<file path="src/rtl/issue_control.sv">
// -----------------------------------------------------------------------------
// issue_control
//
// In-order, single-issue stage between decode and execute. It holds one decoded
// instruction and checks its source registers against the register-status
// scoreboard. It issues the instruction when there is no RAW hazard and the
// non-pipelined unit (2'b11, the divider) is not busy. When it issues, it
// claims rd in the scoreboard.
//
// Optional feature (build macro ISSUE_FORWARD_EN):
//   A pending operand counts as ready when its producer is in writeback this
//   cycle (sb_assN_row == 5'b00001). In that case out_fwdN is raised.
//   Without the macro, out_fwd1/out_fwd2 are tied to 0.
//
// Parameters:
//   PAYLOAD_W    width of the opaque payload passed to execute
//   BUSY_CYCLES  cycles unit 2'b11 blocks after an issue (0 = never blocks)
//
// Ports:
//   clock, reset (async, active-low)
//   flush                      synchronous kill of the held instruction
//   in_*                       decode side (valid/ready, decoded fields, payload)
//   sb_ass1_*, sb_ass2_*       scoreboard queries for held rs1 / rs2
//   sb_writeaddr, sb_registerunit, sb_enablewrite   scoreboard claim of rd
//   out_*                      execute side (valid/ready, unit, payload, bypass)
//   stall_cycles               saturating count of cycles a held op did not issue
// -----------------------------------------------------------------------------
module issue_control #(
    parameter int PAYLOAD_W   = 32,
    parameter int BUSY_CYCLES = 4
) (
    input  logic                 clock,
    input  logic                 reset,
    input  logic                 flush,
    input  logic                 in_valid,
    output logic                 in_ready,
    input  logic [4:0]           in_rs1,
    input  logic [4:0]           in_rs2,
    input  logic                 in_use_rs1,
    input  logic                 in_use_rs2,
    input  logic [4:0]           in_rd,
    input  logic                 in_wr_rd,
    input  logic [1:0]           in_unit,
    input  logic [PAYLOAD_W-1:0] in_payload,
    output logic [4:0]           sb_ass1_addr,
    input  logic                 sb_ass1_pending,
    input  logic [1:0]           sb_ass1_unit,
    input  logic [4:0]           sb_ass1_row,
    output logic [4:0]           sb_ass2_addr,
    input  logic                 sb_ass2_pending,
    input  logic [1:0]           sb_ass2_unit,
    input  logic [4:0]           sb_ass2_row,
    output logic [4:0]           sb_writeaddr,
    output logic [1:0]           sb_registerunit,
    output logic                 sb_enablewrite,
    output logic                 out_valid,
    input  logic                 out_ready,
    output logic [1:0]           out_unit,
    output logic [PAYLOAD_W-1:0] out_payload,
    output logic                 out_fwd1,
    output logic                 out_fwd2,
    output logic [15:0]          stall_cycles
);

    localparam int BUSY_W = (BUSY_CYCLES < 2) ? 1 : $clog2(BUSY_CYCLES + 1);
    localparam logic [BUSY_W-1:0] BUSY_LOAD = BUSY_W'(BUSY_CYCLES);
    localparam logic [1:0] UNIT_DIV = 2'b11;

    typedef enum logic {
        S_EMPTY = 1'b0,
        S_FULL  = 1'b1
    } state_t;

    state_t                 state_q, state_d;
    logic [4:0]             rs1_q, rs1_d;
    logic [4:0]             rs2_q, rs2_d;
    logic [4:0]             rd_q, rd_d;
    logic [1:0]             unit_q, unit_d;
    logic [PAYLOAD_W-1:0]   payload_q, payload_d;
    logic                   use_rs1_q, use_rs1_d;
    logic                   use_rs2_q, use_rs2_d;
    logic                   wr_rd_q, wr_rd_d;
    logic [BUSY_W-1:0]      busy_cnt_q, busy_cnt_d;
    logic [15:0]            stall_q, stall_d;

    logic slot_valid;
    logic op1_ready, op2_ready;
    logic fwd1_case, fwd2_case;
    logic unit_block;
    logic issue_ok;
    logic fire;
    logic accept;

    // The unit fields of the scoreboard are only useful for trace. The row
    // fields matter only when bypassing is built in.
    logic unused_sb;
`ifdef ISSUE_FORWARD_EN
    assign unused_sb = ^{sb_ass1_unit, sb_ass2_unit};
`else
    assign unused_sb = ^{sb_ass1_unit, sb_ass2_unit, sb_ass1_row, sb_ass2_row};
`endif

    always_comb begin
        slot_valid = (state_q == S_FULL);

        // An operand is in its bypass case when the value is still pending
        // but the producer is in writeback this very cycle.
`ifdef ISSUE_FORWARD_EN
        fwd1_case = use_rs1_q && (rs1_q != 5'd0) && sb_ass1_pending && (sb_ass1_row == 5'b00001);
        fwd2_case = use_rs2_q && (rs2_q != 5'd0) && sb_ass2_pending && (sb_ass2_row == 5'b00001);
`else
        fwd1_case = 1'b0;
        fwd2_case = 1'b0;
`endif

        // r0 never carries a hazard, even if the scoreboard reports it pending.
        op1_ready = !use_rs1_q || (rs1_q == 5'd0) || !sb_ass1_pending || fwd1_case;
        op2_ready = !use_rs2_q || (rs2_q == 5'd0) || !sb_ass2_pending || fwd2_case;

        unit_block = (unit_q == UNIT_DIV) && (busy_cnt_q != '0);

        // flush overrides everything: nothing is issued or claimed that cycle.
        issue_ok = slot_valid && op1_ready && op2_ready && !unit_block && !flush;
        fire     = issue_ok && out_ready;
        in_ready = !flush && (!slot_valid || fire);
        accept   = in_valid && in_ready;

        // Slot state
        state_d = state_q;
        if (flush) begin
            state_d = S_EMPTY;
        end else if (accept) begin
            state_d = S_FULL;
        end else if (fire) begin
            state_d = S_EMPTY;
        end

        // The held fields load only when a new instruction is accepted.
        rs1_d     = accept ? in_rs1     : rs1_q;
        rs2_d     = accept ? in_rs2     : rs2_q;
        rd_d      = accept ? in_rd      : rd_q;
        unit_d    = accept ? in_unit    : unit_q;
        payload_d = accept ? in_payload : payload_q;
        use_rs1_d = accept ? in_use_rs1 : use_rs1_q;
        use_rs2_d = accept ? in_use_rs2 : use_rs2_q;
        wr_rd_d   = accept ? in_wr_rd   : wr_rd_q;

        // The divider window keeps running through a flush: the unit is still busy.
        busy_cnt_d = busy_cnt_q;
        if (fire && (unit_q == UNIT_DIV)) begin
            busy_cnt_d = BUSY_LOAD;
        end else if (busy_cnt_q != '0) begin
            busy_cnt_d = busy_cnt_q - 1'b1;
        end

        stall_d = stall_q;
        if (slot_valid && !fire && !flush && (stall_q != 16'hFFFF)) begin
            stall_d = stall_q + 16'd1;
        end
    end

    always_ff @(posedge clock or negedge reset) begin
        if (!reset) begin
            state_q    <= S_EMPTY;
            rs1_q      <= '0;
            rs2_q      <= '0;
            rd_q       <= '0;
            unit_q     <= '0;
            payload_q  <= '0;
            use_rs1_q  <= 1'b0;
            use_rs2_q  <= 1'b0;
            wr_rd_q    <= 1'b0;
            busy_cnt_q <= '0;
            stall_q    <= '0;
        end else begin
            state_q    <= state_d;
            rs1_q      <= rs1_d;
            rs2_q      <= rs2_d;
            rd_q       <= rd_d;
            unit_q     <= unit_d;
            payload_q  <= payload_d;
            use_rs1_q  <= use_rs1_d;
            use_rs2_q  <= use_rs2_d;
            wr_rd_q    <= wr_rd_d;
            busy_cnt_q <= busy_cnt_d;
            stall_q    <= stall_d;
        end
    end

    assign sb_ass1_addr    = rs1_q;
    assign sb_ass2_addr    = rs2_q;
    assign sb_writeaddr    = rd_q;
    assign sb_registerunit = unit_q;
    // Writes to r0 are never recorded: no one ever waits on r0.
    assign sb_enablewrite  = fire && wr_rd_q && (rd_q != 5'd0);
    assign out_valid       = issue_ok;
    assign out_unit        = unit_q;
    assign out_payload     = payload_q;
    assign out_fwd1        = issue_ok && fwd1_case;
    assign out_fwd2        = issue_ok && fwd2_case;
    assign stall_cycles    = stall_q;

endmodule

</file>
<file path="config.mk">
export PLATFORM = sky130hd
export DESIGN_NAME = issue_control
export DESIGN_NICKNAME = d
export VERILOG_FILES = /design/src/rtl/issue_control.sv
export SDC_FILE = /design/constraint.sdc
export NUM_CORES = 1
export LEC_CHECK = 0
export BUFFER_PORTS_ARGS = -buffer_cell sky130_fd_sc_hd__buf_4
export CORE_ASPECT_RATIO = 1.1
export CORE_UTILIZATION = 39
export CTS_CLUSTER_SIZE = 30
export DETAILED_ROUTE_END_ITERATION = 10
export MAX_ROUTING_LAYER = met4
export PLACE_DENSITY_LB_ADDON = 0.05
export RECOVER_POWER = 100
export SETUP_SLACK_MARGIN = 0.5
export SYNTH_ARGS = -nofsm -noshare
export SYNTH_HDL_FRONTEND = slang
export SYNTH_SLANG_ARGS = --single-unit
</file>
<file path="constraint.sdc">
create_clock -name clock -period 2.7 [get_ports clock]
set_input_delay 0.54 -clock clock [delete_from_list [all_inputs] [get_ports clock]]
set_output_delay 0.54 -clock clock [all_outputs]
set_load 0.05 [all_outputs]
</file>
==> results of run 1 <==
-- synth_stat cells (all sizes together) --
library cell	n
nor2	10
a211oi	1
buf	10
nand4	11
mux2	53
nor4	1
inv	3
a21oi	2
or4	3
ha	3
a41oi	1
a2111oi	1
dfrtp	72
a31oi	2
nor3b	2
conb	1
a41o	1
mux2i	1
nor2b	2
xnor2	15
o211ai	2
nand2	4
and4	1
nand3	10
nand2b	2
and3	8
o21ai	2
clkbuf	4
-- area by class of cell --
class	instances	area [um^2]	share of cell area [%]
repair buffers	160	1220	25.3
multi-input cells	140	1440	29.8
well taps	108	135	2.80
flip-flops and latches	72	1810	37.4
clock inverters	3	65.1	1.35
clock buffers	13	149	3.08
inverters	3	11.3	0.233
-- worst paths after layout --
check | startpoint | to | cells past startpoint
min | flush | slot_valid$_DFFE_PN0P_ | 2
min in group asynchronous | reset | out_payload[13]$_DFFE_PN0P_ | 1
min reg2reg | stall_cycles[10]$_DFFE_PN0P_ | stall_cycles[10]$_DFFE_PN0P_ | 1
max reg2reg | sb_ass1_addr[2]$_DFFE_PN0P_ | out_payload[15]$_DFFE_PN0P_ | 10
max in group asynchronous | reset | sb_writeaddr[3]$_DFFE_PN0P_ | 2
max | sb_ass1_addr[2]$_DFFE_PN0P_ | in_ready | 6
-- layer usage --
layer	track usage (%)	up-vias	share of wire, %
met5	-	-	0
met4	7.32	0	1.2
met3	3.24	12	5.3
met2	28.9	80	50
met1	22.4	1165	44
li1	-	1130	-
-- worst reg2reg max path: stages (launching register included) --
cell	delay (ns)
dfrtp_2	0.40
or4_1	0.50
o211ai_1	0.30
buf_4	0.17
buf_6	0.08
and3_4	0.20
a41o_4	0.23
buf_12	0.15
buf_12	0.12
buf_16	0.12
mux2_4	0.29
-- cells by family (layout without fill, tap and decap cells) --
logic type / after synthesis / count (layout)
adder cells (fa/ha/maj): 3 / 3
flip-flops: 72 / 72
multiplexers: 54 / 54
AO/OA/AOI/OAI: 12 / 12
other: 1 / 2
buffers and inverters: 17 / 179
AND/OR/NAND/NOR: 54 / 54
XOR/XNOR: 15 / 15
-- per-stage QoR --
stage                     TNS [ns]  worst slack (ns)  area [um^2]  instances
after CTS                   -0.216            -0.131         4980        495
after global placement           0             0.241         4420        460
final                       -0.166            -0.109         4830        499
after detailed placement         0             0.208         4420        460
after global routing         -1.09            -0.207         4830        499
after floorplan                  0             0.224         3360        229
-- power groups by stage --
stage / registers [W] / clock network (W) / logic, W
floorplan: 0.00215 / 0 / 0.000498
global placement: 0.00150 / 0 / 0.00163
detailed placement: 0.00150 / 0 / 0.00165
CTS: 0.00149 / 0.000954 / 0.00174
global route: 0.00152 / 0.000995 / 0.00170
finish: 0.00149 / 0.000922 / 0.00162
-- registers in the layout, indices dropped and copies added (netlist names), 2 cells and up --
register      cells
busy_cnt_q        3
out_payload      32
out_unit          2
sb_ass1_addr      5
sb_ass2_addr      5
sb_writeaddr      5
stall_cycles     16
-- repair_timing --
item                       4_1_cts  5_1_grt
hold buffers                     0        0
cloned                           4        0
buffers inserted                15        4
gates resized for setup         22        8
setup endpoints to repair       56       73
pin swaps                        9        9
==> results.py, run 1 <==
metrics = {
    "layout": {
        "utilization_pct": 59.8,
        "drive_gt1_share_pct": 48.3,
        "final_cell_mix": "buf_4 (81), dfrtp_1 (66), clkbuf_1 (56), mux2_4 (53), xnor2_1 (14)",
        "nFillCells": 733,
        "final_common_cell": "buf_4",
        "nets": 462,
        "syn2layout_area_growth_pct": 45.7,
        "diodes": 0,
    },
    "logic_synthesis": {
        "synth_area_um2": 3320,
        "synth_top_family_by_area": "multiplexers",
        "synth_compound_area_share_pct": 2.49,
        "synthXorXnorAreaFrac_pct": 3.96,
        "synthMuxAreaShare_pct": 23.9,
        "ys_warn_count": 0,
        "syn-mean-instance-area_um2": 14.6,
        "synth.distinct_cells": 32,
        "ys_seq_area_share_pct": 54.3,
        "synth_fa_ha_area_share_pct": 1.13,
        "ys_seq_elements": 72,
        "syn_inst": 228,
        "synth_top_area_share_pct": 54.3,
        "synthTopCellsByArea": "dfrtp_1 (54%), mux2_4 (23%), xnor2_1 (4.0%), buf_12 (3.0%), nand4_1 (2.1%)",
        "synth_area_leader_cell": "dfrtp_1",
        "synthSimpleGateAreaFrac_pct": 9.01,
    },
    "drt": {
        "routed_wirelength_um": 7280,
        "drt_iter0_markers": 60,
        "vias": 2387,
        "dr.pass1.iters": 4,
        "drc_errors": 0,
        "ant_nets": 0,
        "vias_per_cell": 4.78,
        "wl_per_cell_um": 14.6,
    },
    "grt": {
        "grt_pass1_wl_um": 12000,
        "grt_usage_pct": 17.9,
        "first_global_vias": 2454,
        "grt_max_degree": 38,
        "antenna_found_initial": 0,
        "grt.overflow.total": 0,
    },
    "critical_path": {
        "critical_path.top_delay_family": "simple AND/OR/NAND/NOR gates",
        "crit_required_ns": 2.16,
        "critPathKind": "reg -> out",
        "crit_chain": "or4_1, o211ai_1, nand4_1, buf_12, a21oi_4, buf_6",
        "crit_arrival_ns": 2.27,
        "timing.reg2reg.setup_slack_ns": 0.03,
        "endpoint_kind": "output port",
        "crit_buf_inv": 2,
        "slowest_delay_ns": 0.50,
        "cp-start-kind": "flop",
        "crit_fanout": 4,
        "crit_path_top_delay_cell": "or4_1",
    },
    "die": {
        "die_h_um": 98.7,
        "initial_core_util_pct": 41.1,
        "fp-row-count": 34,
        "dieArea_um2": 8880,
        "design.core.area_um2": 8080,
        "die_w_um": 89.9,
        "io_pins": 145,
    },
    "timing": {
        "fin_ws_ns": -0.109,
        "relSlewSlack_pct": -26.9,
        "drv_slew": 38,
        "max_freq_mhz": 356,
        "period_needed_ns": 2.81,
        "grt_setup_unrepaired": "yes",
        "finalCritPeriodShare_pct": 104,
        "fin_skew_ns": 0.00742,
        "hold_ws_ns": 0.413,
        "max_slew.worst_pin.slew_ns": 1.90,
        "setup_viol": 2,
        "timing.final.hold_violations": 0,
    },
    "place": {
        "portBuffers": 128,
        "place_hpwl_um": 5000,
        "place.gp.congestion": 0.774,
    },
    "pwr": {
        "irDropWorstVdd_v": 0.000415,
        "finalPower_w": 0.00402,
        "p_comb_share_pct": 40.1,
        "p_seq_share_pct": 36.9,
        "clkPwrFrac_pct": 22.9,
        "p_per_area_nw_per_um2": 832,
        "leakage_nw": 2.23,
        "switching_share_pct": 39.3,
        "p_sw_w": 0.00158,
        "p_int_w": 0.00244,
    },
    "clock_tree": {
        "htree_levels": 3,
        "clock_path_buffers": 2,
        "cts_buffers": 9,
        "tritoncts": "yes",
        "clockRootBuffer": "clkbuf_8",
        "cts.clk_slew.worst_paths_ns": 0.07,
        "clk_latency_ns": 0.34,
        "cts.sinks": 72,
    },
    "status": {
        "violations": "max-capacitance violations, max-slew violations, negative setup slack",
        "status": "finished with violations",
    },
    "worst_hold_path": {
        "hp-class": "in -> reg",
    },
    "run": {
        "drv_cap": 1,
    },
}
(Power assumes the default switching activity.)
==> run 2, diff against run 1 <==
clock period = 3.6 ns   (was 2.7 ns; I/O delays follow)
==> run 2 against run 1 <==
  * The flow finishes with violations (max-capacitance violations, max-slew violations)
  * First-iteration DRC count grew 10%
  * Clock power shrank 24%
  * Via count shrank 4.7%
  * Sequential share of layout area grew 6.3 points
  * Critical path depth shrank 2
  * Critical path type unchanged
  * Critical endpoint is now out_valid
  * Largest cell class unchanged
==> results.py, run 2 (synthesis results as in run 1) <==
metrics = {
    "layout": {
        "utilization_pct": 50.9,
        "final_common_cell": "clkbuf_1",
        "drive_gt1_share_pct": 23.4,
        "diodes": 0,
        "largest_reg_flops": 32,
        "syn2layout_area_growth_pct": 24.1,
        "fin_area_um2": 4120,
        "nets": 439,
        "final_cell_mix": "clkbuf_1 (73), dfrtp_1 (72), buf_4 (59), mux2_1 (49), xnor2_1 (15)",
    },
    "drt": {
        "ant_nets": 0,
        "dr.pass1.iters": 4,
        "vias": 2275,
        "drc_errors": 0,
        "routed_wirelength_um": 6800,
        "drt_iter0_markers": 66,
        "vias_per_cell": 4.79,
        "wl_per_cell_um": 14.3,
    },
    "grt": {
        "grt_busiest_layer": "met2",
        "use_met2_pct": 24.5,
        "grt_usage_pct": 16.8,
        "grt_pass1_wl_um": 11200,
        "grt.overflow.total": 0,
        "met1_usage_pct": 21.9,
        "gr-usage-met3_pct": 5.71,
        "antenna_found_initial": 0,
        "grt_max_degree": 73,
        "first_global_vias": 2280,
    },
    "critical_path": {
        "crit_path_start": "sb_ass2_addr[0]$_DFFE_PN0P_",
        "timing.reg2reg.setup_slack_ns": 0.60,
        "rr_startpoint": "sb_ass2_addr[0]$_DFFE_PN0P_",
        "critical_path_depth": 4,
        "cp-endpoint": "out_valid",
        "crit_fanout": 3,
        "crit_chain": "or4_1, o211ai_1, and3_1, clkbuf_1",
        "slowest_delay_ns": 0.54,
        "crit_path_top_delay_cell": "or4_1",
        "crit_arrival_ns": 2.33,
        "reg2reg_depth": 6,
        "r2r_end": "sb_ass1_addr[2]$_DFFE_PN0P_",
        "crit_required_ns": 2.88,
        "critical_path.top_delay_family": "simple AND/OR/NAND/NOR gates",
        "crit_buf_inv": 1,
        "critPathKind": "reg -> out",
        "cp-start-kind": "flop",
        "endpoint_kind": "output port",
    },
    "place": {
        "post-place-ws_ns": 0.847,
        "dpl_cell_area_um2": 4320,
        "place_hpwl_um": 4860,
        "portBuffers": 128,
        "place.gp.congestion": 0.781,
    },
    "timing": {
        "period_needed_ns": 3.05,
        "fin_ws_ns": 0.550,
        "timing.final.hold_violations": 0,
        "max_slew.worst_pin.slew_ns": 1.73,
        "max_freq_mhz": 328,
        "fin_skew_ns": 0.0104,
        "setup_viol": 0,
        "drv_slew": 73,
        "finalCritPeriodShare_pct": 84.7,
        "grt_setup_unrepaired": "no",
        "tns_ns": 0,
        "relSlewSlack_pct": -15.4,
    },
    "pwr": {
        "p_int_w": 0.00164,
        "leakage_nw": 1.80,
        "clkPwrFrac_pct": 24.9,
        "irDropWorstVdd_v": 0.000299,
        "p_sw_w": 0.00116,
        "p_per_area_nw_per_um2": 680,
        "finalPower_w": 0.00280,
        "p_comb_share_pct": 35.7,
        "switching_share_pct": 41.6,
        "p_seq_share_pct": 39.4,
    },
    "clock_tree": {
        "postCtsHoldBufs": 0,
        "clockRootBuffer": "clkbuf_8",
        "clock_path_buffers": 2,
        "tritoncts": "yes",
        "htree_levels": 3,
        "cts_buffers": 9,
        "clk_latency_ns": 0.34,
        "cts.sinks": 72,
        "cts.clk_slew.worst_paths_ns": 0.08,
    },
    "die": {
        "dieArea_um2": 8880,
        "die_w_um": 89.9,
        "initial_core_util_pct": 41.1,
        "die_h_um": 98.7,
        "design.core.area_um2": 8080,
        "fp-row-count": 34,
        "io_pins": 145,
    },
    "run": {
        "drv_cap": 1,
    },
    "status": {
        "status": "finished with violations",
        "violations": "max-capacitance violations, max-slew violations",
    },
    "worst_hold_path": {
        "hp-class": "reg -> reg",
        "hold_start": "out_payload[27]$_DFFE_PN0P_",
    },
}
==> run 2: cell types whose count changed in the layout (fill, tap and decap cells not counted), sizes merged <==
cell      change
clkbuf       +18
clkinv        +1
buf          -44
clkinvlp      +1
==> run 2: final cells by class <==
cell class | instances | area, um^2
clock inverters | 5 | 81.3
flip-flops and latches | 72 | 1800
fillers | 852 | 3970
multi-input cells | 140 | 1190
repair buffers | 137 | 757
clock buffers | 10 | 138
inverters | 3 | 11.3
well taps | 108 | 135
==> run 2: power groups by stage <==
stage / sequential (W) / clock (W) / combinational, W
final: 0.00110 / 0.000697 / 0.00100
after global routing: 0.00113 / 0.000763 / 0.00106
after CTS: 0.00111 / 0.000720 / 0.00123
after detailed placement: 0.00113 / 0 / 0.00123
after global placement: 0.00113 / 0 / 0.00122
after floorplan: 0.00161 / 0 / 0.000369
==> run 2: stage by stage <==
stage               cells  hold slack (ns)
floorplan             229            0.424
global placement      455            0.477
detailed placement    455            0.490
CTS                   470            0.511
global route          475            0.502
finish                475            0.485
==> run 2: repair_timing <==
action,in CTS,in global routing
setup endpoints to repair,0,2
resized for setup,0,5
setup buffers,0,5
==> run 2: worst min path at each step <==
| stage | end | slack (ns) | cells past startpoint |
|---|---|---|---|
| floorplan | busy_cnt_q[0]$_DFFE_PN0P_ | 0.42 | 0 |
| global placement | out_payload[9]$_DFFE_PN0P_ | 0.48 | 1 |
| detailed placement | out_payload[8]$_DFFE_PN0P_ | 0.49 | 1 |
| CTS | out_payload[8]$_DFFE_PN0P_ | 0.51 | 1 |
| global route | out_payload[25]$_DFFE_PN0P_ | 0.50 | 1 |
| finish | out_payload[27]$_DFFE_PN0P_ | 0.49 | 1 |
==> run 2: routing by layer <==
layer	share of wire, %	wire, um
met1	47	3170
met2	46	3100
met3	7.1	482
met4	0.78	53
met5	0	0
==> run 3, diff against run 2 <==
clock period = 2.6 ns   (was 3.6 ns; I/O delays follow)
==> run 3 against run 2 <==
  * The flow finishes with violations (max-capacitance violations, max-slew violations, negative setup slack)
  * Combinational power increased by 69%
  * Largest power group is now combinational logic
  * Register-to-register slack got worse by 0.52 ns
  * Clock-buffer cell count increased by 2
==> results.py, run 3 (synthesis results as in run 1) <==
metrics = {
    "status": {
        "status": "finished with violations",
        "violations": "max-capacitance violations, max-slew violations, negative setup slack",
    },
    "pwr": {
        "p_sw_w": 0.00167,
        "p_comb_share_pct": 41.5,
        "p_seq_share_pct": 37.8,
        "switching_share_pct": 40.9,
        "p_int_w": 0.00241,
        "irDropWorstVdd_v": 0.000413,
        "leakage_nw": 2.26,
        "clkPwrFrac_pct": 20.7,
        "p_per_area_nw_per_um2": 825,
    },
    "die": {
        "io_pins": 145,
        "die_h_um": 98.7,
        "design.core.area_um2": 8080,
        "fp-row-count": 34,
        "die_w_um": 89.9,
        "dieArea_um2": 8880,
        "initial_core_util_pct": 41.1,
    },
    "place": {
        "dpl_cell_area_um2": 4420,
        "place.gp.congestion": 0.785,
        "portBuffers": 128,
        "place_hpwl_um": 5090,
    },
    "grt": {
        "grt_max_degree": 38,
        "first_global_vias": 2428,
        "grt_pass1_wl_um": 12200,
        "grt.overflow.total": 0,
        "antenna_found_initial": 0,
        "grt_usage_pct": 18.4,
    },
    "timing": {
        "period_needed_ns": 2.67,
        "grt_setup_unrepaired": "yes",
        "tns_ns": -0.0844,
        "finalCritPeriodShare_pct": 103,
        "fin_ws_ns": -0.0673,
        "drv_slew": 36,
        "max_slew.worst_pin.slew_ns": 2.05,
        "max_freq_mhz": 375,
        "setup_viol": 2,
        "fin_skew_ns": 0.0130,
        "relSlewSlack_pct": -36.6,
        "timing.final.hold_violations": 0,
    },
    "layout": {
        "syn2layout_area_growth_pct": 49.1,
        "nets": 460,
        "drive_gt1_share_pct": 51.2,
        "final_cell_mix": "buf_4 (80), dfrtp_1 (66), clkbuf_1 (54), mux2_4 (53)",
        "final_common_cell": "buf_4",
        "largest_reg_flops": 32,
        "diodes": 0,
        "fin_area_um2": 4950,
        "utilization_pct": 61.2,
    },
    "clock_tree": {
        "cts_buffers": 9,
        "clockRootBuffer": "clkbuf_8",
        "tritoncts": "yes",
        "cts.clk_slew.worst_paths_ns": 0.07,
        "clk_latency_ns": 0.34,
        "clock_path_buffers": 2,
        "postCtsHoldBufs": 0,
        "cts.sinks": 72,
        "htree_levels": 3,
    },
    "critical_path": {
        "endpoint_kind": "output port",
        "critPathKind": "reg -> out",
        "crit_arrival_ns": 2.15,
        "cp-start-kind": "flop",
        "crit_required_ns": 2.08,
        "crit_fanout": 4,
    },
    "drt": {
        "vias_per_cell": 4.89,
        "drc_errors": 0,
        "ant_nets": 0,
        "wl_per_cell_um": 15.5,
        "vias": 2428,
        "routed_wirelength_um": 7720,
        "dr.pass1.iters": 4,
        "drt_iter0_markers": 37,
    },
    "run": {
        "drv_cap": 1,
    },
    "worst_hold_path": {
        "hp-class": "in -> reg",
    },
}
==> run 3: cell count changes in the layout (fill, tap and decap cells not counted), sizes merged <==
cell / previous run / this run
buf: 61 / 105
a41o: 1 / 2
clkinvlp: 1 / 0
clkinv: 2 / 3
bufinv: 2 / 1
clkbuf: 86 / 64
==> run 3: metrics by stage <==
step           setup WS, ns  total power (W)  hold WS (ns)  instances
3_3_place_gp          0.146          0.00326         0.469        460
6_report            -0.0673          0.00408         0.393        497
3_5_place_dp          0.136          0.00328         0.482        460
5_1_grt              -0.194          0.00429         0.379        497
2_1_floorplan         0.124          0.00275         0.224        229
4_1_cts              -0.104          0.00421         0.144        492
==> run 3: final timing paths <==
kind                            slack, ns  cells past startpoint                          from                            to
worst max-delay path                -0.07                      6   sb_ass2_addr[0]$_DFFE_PN0P_                      in_ready
worst min-delay path                 0.39                      2                         flush        slot_valid$_DFFE_PN0P_
worst max register to register       0.08                      8   sb_ass1_addr[0]$_DFFE_PN0P_   out_payload[16]$_DFFE_PN0P_
worst min register to register       0.51                      1  stall_cycles[10]$_DFFE_PN0P_  stall_cycles[10]$_DFFE_PN0P_
max in group asynchronous            0.66                      1                         reset     busy_cnt_q[1]$_DFFE_PN0P_
min in group asynchronous            0.75                      1                         reset   out_payload[13]$_DFFE_PN0P_
==> run 3: area by class of cell <==
type / instances / area [um^2]
repair buffers: 157 / 1240
clock buffers: 12 / 135
flip-flops and latches: 72 / 1810
inverters: 3 / 11.3
well taps: 108 / 135
multi-input cells: 141 / 1570
fillers: 734 / 3140
clock inverters: 4 / 45.0
==> run 3: power by group through the flow <==
stage	registers (W)	clock network [W]	logic, W
3_3_place_gp	0.00156	0	0.00170
3_5_place_dp	0.00156	0	0.00171
5_1_grt	0.00158	0.000927	0.00178
4_1_cts	0.00155	0.000872	0.00179
6_report	0.00154	0.000845	0.00169
2_1_floorplan	0.00224	0	0.000517
==> run 3: per-layer routing <==
layer	share of wire (%)	routed length [um]	global-route usage [%]	vias to the layer above
met1	42	3280	22.4	1216
met5	0	0	-	-
li1	-	-	-	1126
met3	5.2	405	5.02	9
met4	1.3	103	6.33	0
met2	51	3930	29.6	77
==> run 3: worst max-delay path, stage by stage (launching register included) <==
cell and delay [ns]:
dfrtp_2 0.40, or4_1 0.53, o211ai_1 0.27, nand4_1 0.15, buf_6 0.17, a21oi_4 0.12, buf_6 0.17
==> run 3: repair_timing <==
action,CTS,global route
setup buffers,11,4
setup endpoints to repair,58,72
pin swaps,11,14
resized for setup,27,24
gates cloned,5,1
